## src/rtl/fetch_unit_pkg.sv

```systemverilog
// Shared definitions for the instruction fetch stage: widths, the NOP
// encoding, branch opcodes and the fetch FSM state encoding.
package fetch_unit_pkg;

  localparam int PC_W    = 8;
  localparam int INSTR_W = 16;

  localparam logic [INSTR_W-1:0] NOP_INSTR = 16'h1000;
  localparam logic [3:0]         OPC_JNZ   = 4'b1000;
  localparam logic [3:0]         OPC_JMP   = 4'b1001;

  typedef enum logic [1:0] {
    ST_IDLE = 2'd0,
    ST_RUN  = 2'd1,
    ST_HOLD = 2'd2
  } fetch_state_t;

  // Major opcode field of an instruction word.
  function automatic logic [3:0] opcode(input logic [INSTR_W-1:0] instr);
    return instr[INSTR_W-1:INSTR_W-4];
  endfunction

endpackage

```

## src/rtl/fetch_pc_reg.sv

```systemverilog
// Program counter register. Priority: clear > load > increment > hold.
// The increment wraps 0xFF -> 0x00 silently.
module fetch_pc_reg
  import fetch_unit_pkg::*;
(
  input  logic            clk,
  input  logic            rst_n,
  input  logic            pc_clr,
  input  logic            pc_load,
  input  logic [PC_W-1:0] load_addr,
  input  logic            pc_inc,
  output logic [PC_W-1:0] pc
);

  logic [PC_W-1:0] pc_d;
  logic [PC_W-1:0] pc_q;

  // Next-PC selection.
  always_comb begin
    pc_d = pc_q;
    if (pc_clr) begin
      pc_d = '0;
    end else if (pc_load) begin
      pc_d = load_addr;
    end else if (pc_inc) begin
      pc_d = pc_q + 1'b1;
    end
  end

  // PC storage, cleared asynchronously.
  always_ff @(posedge clk or negedge rst_n) begin
    if (!rst_n) begin
      pc_q <= '0;
    end else begin
      pc_q <= pc_d;
    end
  end

  assign pc = pc_q;

endmodule

```

## src/rtl/fetch_unit.sv

```systemverilog
// Instruction fetch stage: fetch FSM, PC, IF/ID pipeline register and a
// saturating count of delivered instructions.
// Optional build macro FETCH_JMP_PREDECODE_EN: resolve unconditional JMP
// directly in fetch instead of waiting for a REDIRECT from execute.
//
// state   | meaning
// --------+-------------------------------------------------------------
// ST_IDLE | not fetching; PC at 0, IF/ID holds a NOP bubble
// ST_RUN  | fetching one instruction per cycle
// ST_HOLD | frozen by STALL; PC and IF/ID keep their values
module fetch_unit
  import fetch_unit_pkg::*;
(
  input  logic               clk,
  input  logic               rst_n,
  input  logic               start,
  input  logic               stop,
  input  logic               stall,
  input  logic               redirect,
  input  logic [PC_W-1:0]    redirect_addr,
  output logic [PC_W-1:0]    rom_addr,
  input  logic [INSTR_W-1:0] rom_data,
  output logic [INSTR_W-1:0] ifid_instr,
  output logic [PC_W-1:0]    ifid_pc,
  output logic               ifid_valid,
  output logic [15:0]        fetch_cnt
);

  fetch_state_t       state_d, state_q;
  logic [INSTR_W-1:0] ifid_instr_d, ifid_instr_q;
  logic [PC_W-1:0]    ifid_pc_d, ifid_pc_q;
  logic               ifid_valid_d, ifid_valid_q;
  logic [15:0]        fetch_cnt_d, fetch_cnt_q;

  logic            pc_clr;
  logic            pc_load;
  logic [PC_W-1:0] pc_load_addr;
  logic            pc_inc;
  logic [PC_W-1:0] pc;
  logic            jmp_hit;

`ifdef FETCH_JMP_PREDECODE_EN
  assign jmp_hit = (opcode(rom_data) == OPC_JMP);
`else
  assign jmp_hit = 1'b0;
`endif

  // Next state, PC control and IF/ID contents for this edge.
  // Bubbles (NOP, VALID=0) keep the previous IFID_PC.
  always_comb begin
    state_d      = state_q;
    ifid_instr_d = ifid_instr_q;
    ifid_pc_d    = ifid_pc_q;
    ifid_valid_d = ifid_valid_q;
    fetch_cnt_d  = fetch_cnt_q;
    pc_clr       = 1'b0;
    pc_load      = 1'b0;
    pc_load_addr = redirect_addr;
    pc_inc       = 1'b0;

    unique case (state_q)
      ST_IDLE: begin
        if (start) begin
          state_d = ST_RUN;
        end
      end
      ST_RUN, ST_HOLD: begin
        if (stop) begin
          state_d      = ST_IDLE;
          pc_clr       = 1'b1;
          ifid_instr_d = NOP_INSTR;
          ifid_valid_d = 1'b0;
        end else if (redirect) begin
          state_d      = ST_RUN;
          pc_load      = 1'b1;
          ifid_instr_d = NOP_INSTR;
          ifid_valid_d = 1'b0;
        end else if (stall) begin
          state_d = ST_HOLD;
        end else if (jmp_hit) begin
          state_d      = ST_RUN;
          pc_load      = 1'b1;
          pc_load_addr = rom_data[PC_W-1:0];
          ifid_instr_d = NOP_INSTR;
          ifid_valid_d = 1'b0;
        end else begin
          state_d      = ST_RUN;
          pc_inc       = 1'b1;
          ifid_instr_d = rom_data;
          ifid_pc_d    = pc;
          ifid_valid_d = 1'b1;
          if (fetch_cnt_q != 16'hFFFF) begin
            fetch_cnt_d = fetch_cnt_q + 16'd1;
          end
        end
      end
      default: begin
        state_d = ST_IDLE;
      end
    endcase
  end

  // FSM state and registered outputs.
  always_ff @(posedge clk or negedge rst_n) begin
    if (!rst_n) begin
      state_q      <= ST_IDLE;
      ifid_instr_q <= NOP_INSTR;
      ifid_pc_q    <= '0;
      ifid_valid_q <= 1'b0;
      fetch_cnt_q  <= '0;
    end else begin
      state_q      <= state_d;
      ifid_instr_q <= ifid_instr_d;
      ifid_pc_q    <= ifid_pc_d;
      ifid_valid_q <= ifid_valid_d;
      fetch_cnt_q  <= fetch_cnt_d;
    end
  end

  fetch_pc_reg u_pc_reg (
    .clk       (clk),
    .rst_n     (rst_n),
    .pc_clr    (pc_clr),
    .pc_load   (pc_load),
    .load_addr (pc_load_addr),
    .pc_inc    (pc_inc),
    .pc        (pc)
  );

  assign rom_addr   = pc;
  assign ifid_instr = ifid_instr_q;
  assign ifid_pc    = ifid_pc_q;
  assign ifid_valid = ifid_valid_q;
  assign fetch_cnt  = fetch_cnt_q;

endmodule

```

## config.mk

```make
export PLATFORM = sky130hd
export DESIGN_NAME = fetch_unit
export DESIGN_NICKNAME = d
export VERILOG_FILES = /design/src/rtl/fetch_unit_pkg.sv /design/src/rtl/fetch_pc_reg.sv /design/src/rtl/fetch_unit.sv
export SDC_FILE = /design/constraint.sdc
export NUM_CORES = 1
export LEC_CHECK = 0
export CAP_MARGIN = 20
export CORE_MARGIN = 2
export CORE_UTILIZATION = 47
export DETAILED_ROUTE_END_ITERATION = 8
export PLACE_DENSITY_LB_ADDON = 0.1
export SYNTH_ARGS = -nofsm -noshare
export SYNTH_HDL_FRONTEND = slang
export SYNTH_SLANG_ARGS = --single-unit
```

## constraint.sdc

```tcl
create_clock -name clk -period 3.5 [get_ports clk]
set_input_delay 0.7 -clock clk [delete_from_list [all_inputs] [get_ports clk]]
set_output_delay 0.7 -clock clk [all_outputs]
set_load 0.01 [all_outputs]
```

After elaboration in Yosys (flattened, before gate mapping)
Cells that the tools add are included.
{"block": "word_totals", "out_inout_bits": 49, "ff_bits": 51, "in_bits": 30, "elab_cells": 45}
{"block": "op_classes", "n_mux": 23, "n_eq_ne": 5, "addsub": 2, "bitwise_logic": 3, "n_reduce_logical": 6}
{"cell": "16-bit two-way mux", "count": 3}
{"cell": "8-bit two-way mux", "count": 3}
{"cell": "16-bit by 1-bit adder with 16-bit output (second input constant)", "count": 1}
{"cell": "16-bit != test (second input constant)", "count": 1}
{"cell": "1-bit two-way mux", "count": 12}
{"cell": "8-bit by 1-bit adder with 8-bit output (second input constant)", "count": 1}
{"cell": "2-bit two-way mux", "count": 4}
{"cell": "5-bit AND reduction", "count": 1}
{"cell": "2-bit one-hot mux with 2 select lines", "count": 1}
{"cell": "4-bit AND reduction", "count": 1}
{"cell": "3-bit by 2-bit != test with 1-bit output (second input constant)", "count": 1}
{"cell": "1-bit NOT", "count": 3}
{"cell": "3-bit nonzero test", "count": 1}
{"cell": "2-bit by 1-bit equality test with 1-bit output (second input constant)", "count": 1}
{"cell": "2-bit equality test (second input constant)", "count": 1}
{"cell": "2-bit logical NOT", "count": 1}
{"cell": "2-bit != test (second input constant)", "count": 1}
{"cell": "2-bit AND reduction", "count": 1}
{"cell": "2-bit OR reduction", "count": 1}

Logic depth before layout (Yosys ltp)
{"block": "depth", "word_depth": 7, "mapped_depth": 7, "depth_no_buf": 6}

By module
A second synthesis with hierarchy kept.
{"block": "hier_totals", "hier_cells": 217, "hier_area_um2": 2363.5}
{"mod": "fetch_unit", "cells_each": 170, "n_inst": 1, "area_per_inst_um2": 1926.8, "seq_area_each_um2": 1077.3}
{"mod": "fetch_pc_reg", "cells_each": 47, "n_inst": 1, "area_per_inst_um2": 436.7, "seq_area_each_um2": 200.2}

Worst setup path after synthesis
No wires, ideal clock.
{"block": "synth_path", "kind": "input-to-reg", "startpoint": "input port stop", "endpoint": "register fetch_cnt_q[7], in the netlist fetch_cnt[7]", "path_buffers": 1, "setup_ns": 0.079, "arrival_ns": 1.916, "required_ns": 3.421, "path_slack_ns": 1.504, "path_stages": 5, "path_cell_list": "nor4b_4 > o41ai_1 > buf_4 > nor4_4 > xor2_1"}
{"block": "synth_between", "elab_chain_len": 2}
{"item": "start: declaration", "line": "fetch_unit.sv:17", "text": "input logic stop,"}
{"item": "1-bit NOT (no line)"}
{"item": "5-bit AND reduction (no line)"}
{"item": "end signal: assignment", "line": "fetch_unit.sv:116", "text": "fetch_cnt_q <= fetch_cnt_d;"}
{"item": "end: declaration", "line": "fetch_unit.sv:33", "text": "logic [15:0] fetch_cnt_d, fetch_cnt_q;"}
Every way passes these cells.
A chain may end at the register's enable or synchronous reset.

Worst setup path after layout
{"block": "layout_path", "startpoint": "input port redirect", "endpoint": "register fetch_cnt_q[9], in the netlist fetch_cnt[9]"}
{"block": "layout_between", "elab_chain_len": 2}
{"item": "start: declaration", "line": "fetch_unit.sv:19", "text": "input logic redirect,"}
{"item": "1-bit NOT (no line)"}
{"item": "5-bit AND reduction (no line)"}
Every way passes these cells.

==> results.cfg <==
[run_status]
status = finished, final reports clean

[logic_synthesis]
yosys_warnings = 0
synth-simple-area-share_pct = 14.4
synth.top_cell.area_share_pct = 53.9
postSynthAreaPerCell_um2 = 11.5
synthMuxAreaShare_pct = 4.85
async_flop_share_pct = 100
synth-xor-area-share_pct = 6.04
yosysMostFrequentCell = dfrtp_1
synth_seq_cells = 51
ys_types = 41
synth_top_area_cell = dfrtp_1
synth_adder_area_share_pct = 2.16
synth_top_family_by_area = compound AO/OA/AOI/OAI gates
postSynthCellCount = 201
yosys-top-cells-area = dfrtp_1 (54%), a22o_1 (6.4%), xor2_1 (4.9%)
synth-seq-area-share_pct = 55.1
synth_edf_count = 0
ys.flop_type = dfrtp_1
synth_fp_nets = 235
netlist_area_um2 = 2320
synth_compound_gate_area_share_pct = 15.2
yosys-top-cells-count = dfrtp_1 (50), a22o_1 (17), nand2_1 (17)

[clocking]
clock-root-buffer = clkbuf_8
post_cts_resized = 0
cts.clk_slew.worst_paths_ns = 0.10
cts_tree = yes
clockBufferDepth = 2
cts_setup_buffers = 0
ctsHoldBuffers = 0
numCtsBuffers = 5
cts.htree.levels = 2
worstSkewPairLatency_ns = 0.30
cts_num_sinks = 51

[layout]
final_cells = 352
n_fill_cell = 382
fin_area_um2 = 3310
diodes = 0
nets = 318
final_layout_size_suffix_gt1_share_pct = 10.5
syn2layout_area_growth_pct = 42.5
fin_util_pct = 69.5

[global_route]
grt_pass1_vias = 1800
overflow = 0
track_usage_pct = 20.7
grt_max_degree = 35
grt_first_pass_wirelength_um = 8740
antenna_found_initial = 0

[routing]
first_iter_violations = 159
ant_nets = 0
drtPass1Iterations = 4
vias = 1909
wl_um = 5300
drc_errors = 0
wl_per_cell_um = 15.1
avgViaCountPerCell = 5.42

[timing]
slew-limit-headroom_pct = 49.6
finalWorstSetupSlack_ns = 1.14
finalSetupViolations = 0
max_freq_mhz = 424
finClkSkew_ns = 0.00912
tightestPinTransition_ns = 0.756
final_hold_viol_count = 0
fin_crit_ns = 2.36
finalCritPeriodShare_pct = 67.4
holdWs_ns = 0.456
drv_slew = 0
fin_tns_setup_ns = 0
rsz0062_at_grt = no

[pwr]
p_int_mw = 1.35
leakagePower_nw = 1.47
power_frac_clock_pct = 20.8
power_frac_comb_pct = 36.5
seqPwrFrac_pct = 42.8
vdd_drop_max_mv = 0.371
p_sw_share_pct = 32.3
p_switching_mw = 0.642
powerDensity_nw_per_um2 = 602
total_power_mw = 1.99

[critical_path]
max_stage_delay_ns = 0.63
path_cells = clkdlybuf4s50_1 > nor4b_4 > o41ai_2 > buf_4 > nor4_1 > xor2_1
crit_type = in2reg
path_delay_family = buffers and inverters
arrival_ns = 2.58
cp.buffers_inverters = 2
cp_max_fo = 12
cp-start-kind = input port
end_kind = register
critPathRequiredTime_ns = 3.72
crit_path_top_delay_cell = clkdlybuf4s50_1

[placed_design]
dp_hpwl_um = 3850
place_congestion = 0.883
dp_slack_ns = 0.806
dp_cells = 344
place_area_um2 = 3190
io_buffer_count = 78

[floorplanning]
rows = 25
die_x_um = 74.3
io_pins = 79
die_area_um2 = 5510
start_util_pct = 48.8
core_area_um2 = 4750
fp.dieH_um = 74.3

[job]
drv_cap = 0

[min_path]
hp-class = in2async
## cell families (layout without fill, tap and decap cells)
logic type | Yosys count | after routing
AO/OA/AOI/OAI | 46 | 46
XOR/XNOR | 16 | 16
adder cells (fa/ha/maj) | 4 | 4
buffers and inverters | 13 | 97
flip-flops | 51 | 51
multiplexers | 10 | 10
AND/OR/NAND/NOR | 61 | 61
## worst reg2reg max path: stages (launching register included)
cell	delay, ns
dfrtp_1	0.39
inv_1	0.06
ha_1	0.41
nor4b_4	0.32
o41ai_2	0.13
buf_4	0.20
nor4_1	0.35
xor2_1	0.18
## layout by cell type (no fill, tap or decap), drive strengths merged, types with 5 or more instances in the layout
master and count:
inv 8, clkbuf 5, o21ai 8, mux2 10
nand2 17, xor2 13, clkdlybuf4s50 77, buf 5
nand3 8, dfrtp 50, a22o 17, nor2 13
## power by group through the flow
stage,clock network (mW),logic (mW),registers [mW]
global placement,0,0.720,0.858
global route,0.449,0.790,0.870
finish,0.413,0.726,0.851
detailed placement,0,0.729,0.859
CTS,0.424,0.733,0.850
floorplan,0,0.293,0.897
## routing by layer
metal  wire length (µm)  track usage [%]  vias to the layer above  part of all wire (%)
met5                  0                0                        -                     0
met4                 37             5.95                        0                  0.70
met3                298             3.79                        4                   5.6
met2               2490             33.0                       62                    47
met1               2470             29.3                      943                    47
li1                   -                -                      900                     -
## final timing paths
kind	start	to	slack [ns]	cells after the start
max	redirect	fetch_cnt[9]	1.14	6
min	rst_n	ifid_instr[1]	0.46	1
max reg2reg	state_q[1]	fetch_cnt[9]	1.39	7
min reg2reg	ifid_valid	ifid_valid	0.49	1
max in group asynchronous	rst_n	u_pc_reg.pc[4]	2.31	2
min in group clk	ifid_valid	ifid_valid	0.49	1
## area by class of cell
class | count | area (µm²) | share of cell area (%)
Inverter | 7 | 26.3 | 0.795
Clock inverter | 3 | 46.3 | 1.40
Tap cell | 67 | 83.8 | 2.54
Timing Repair Buffer | 82 | 806 | 24.4
Multi-Input combinational cell | 137 | 997 | 30.2
Clock buffer | 5 | 68.8 | 2.08
Sequential cell | 51 | 1280 | 38.6
## flip-flops by register name, summed over array words and instances (netlist names)
signal and count:
fetch_cnt 16, ifid_instr 16, ifid_pc 8, u_pc_reg.pc 8, state_q 2, ifid_valid 1
(Power assumes the default switching activity.)
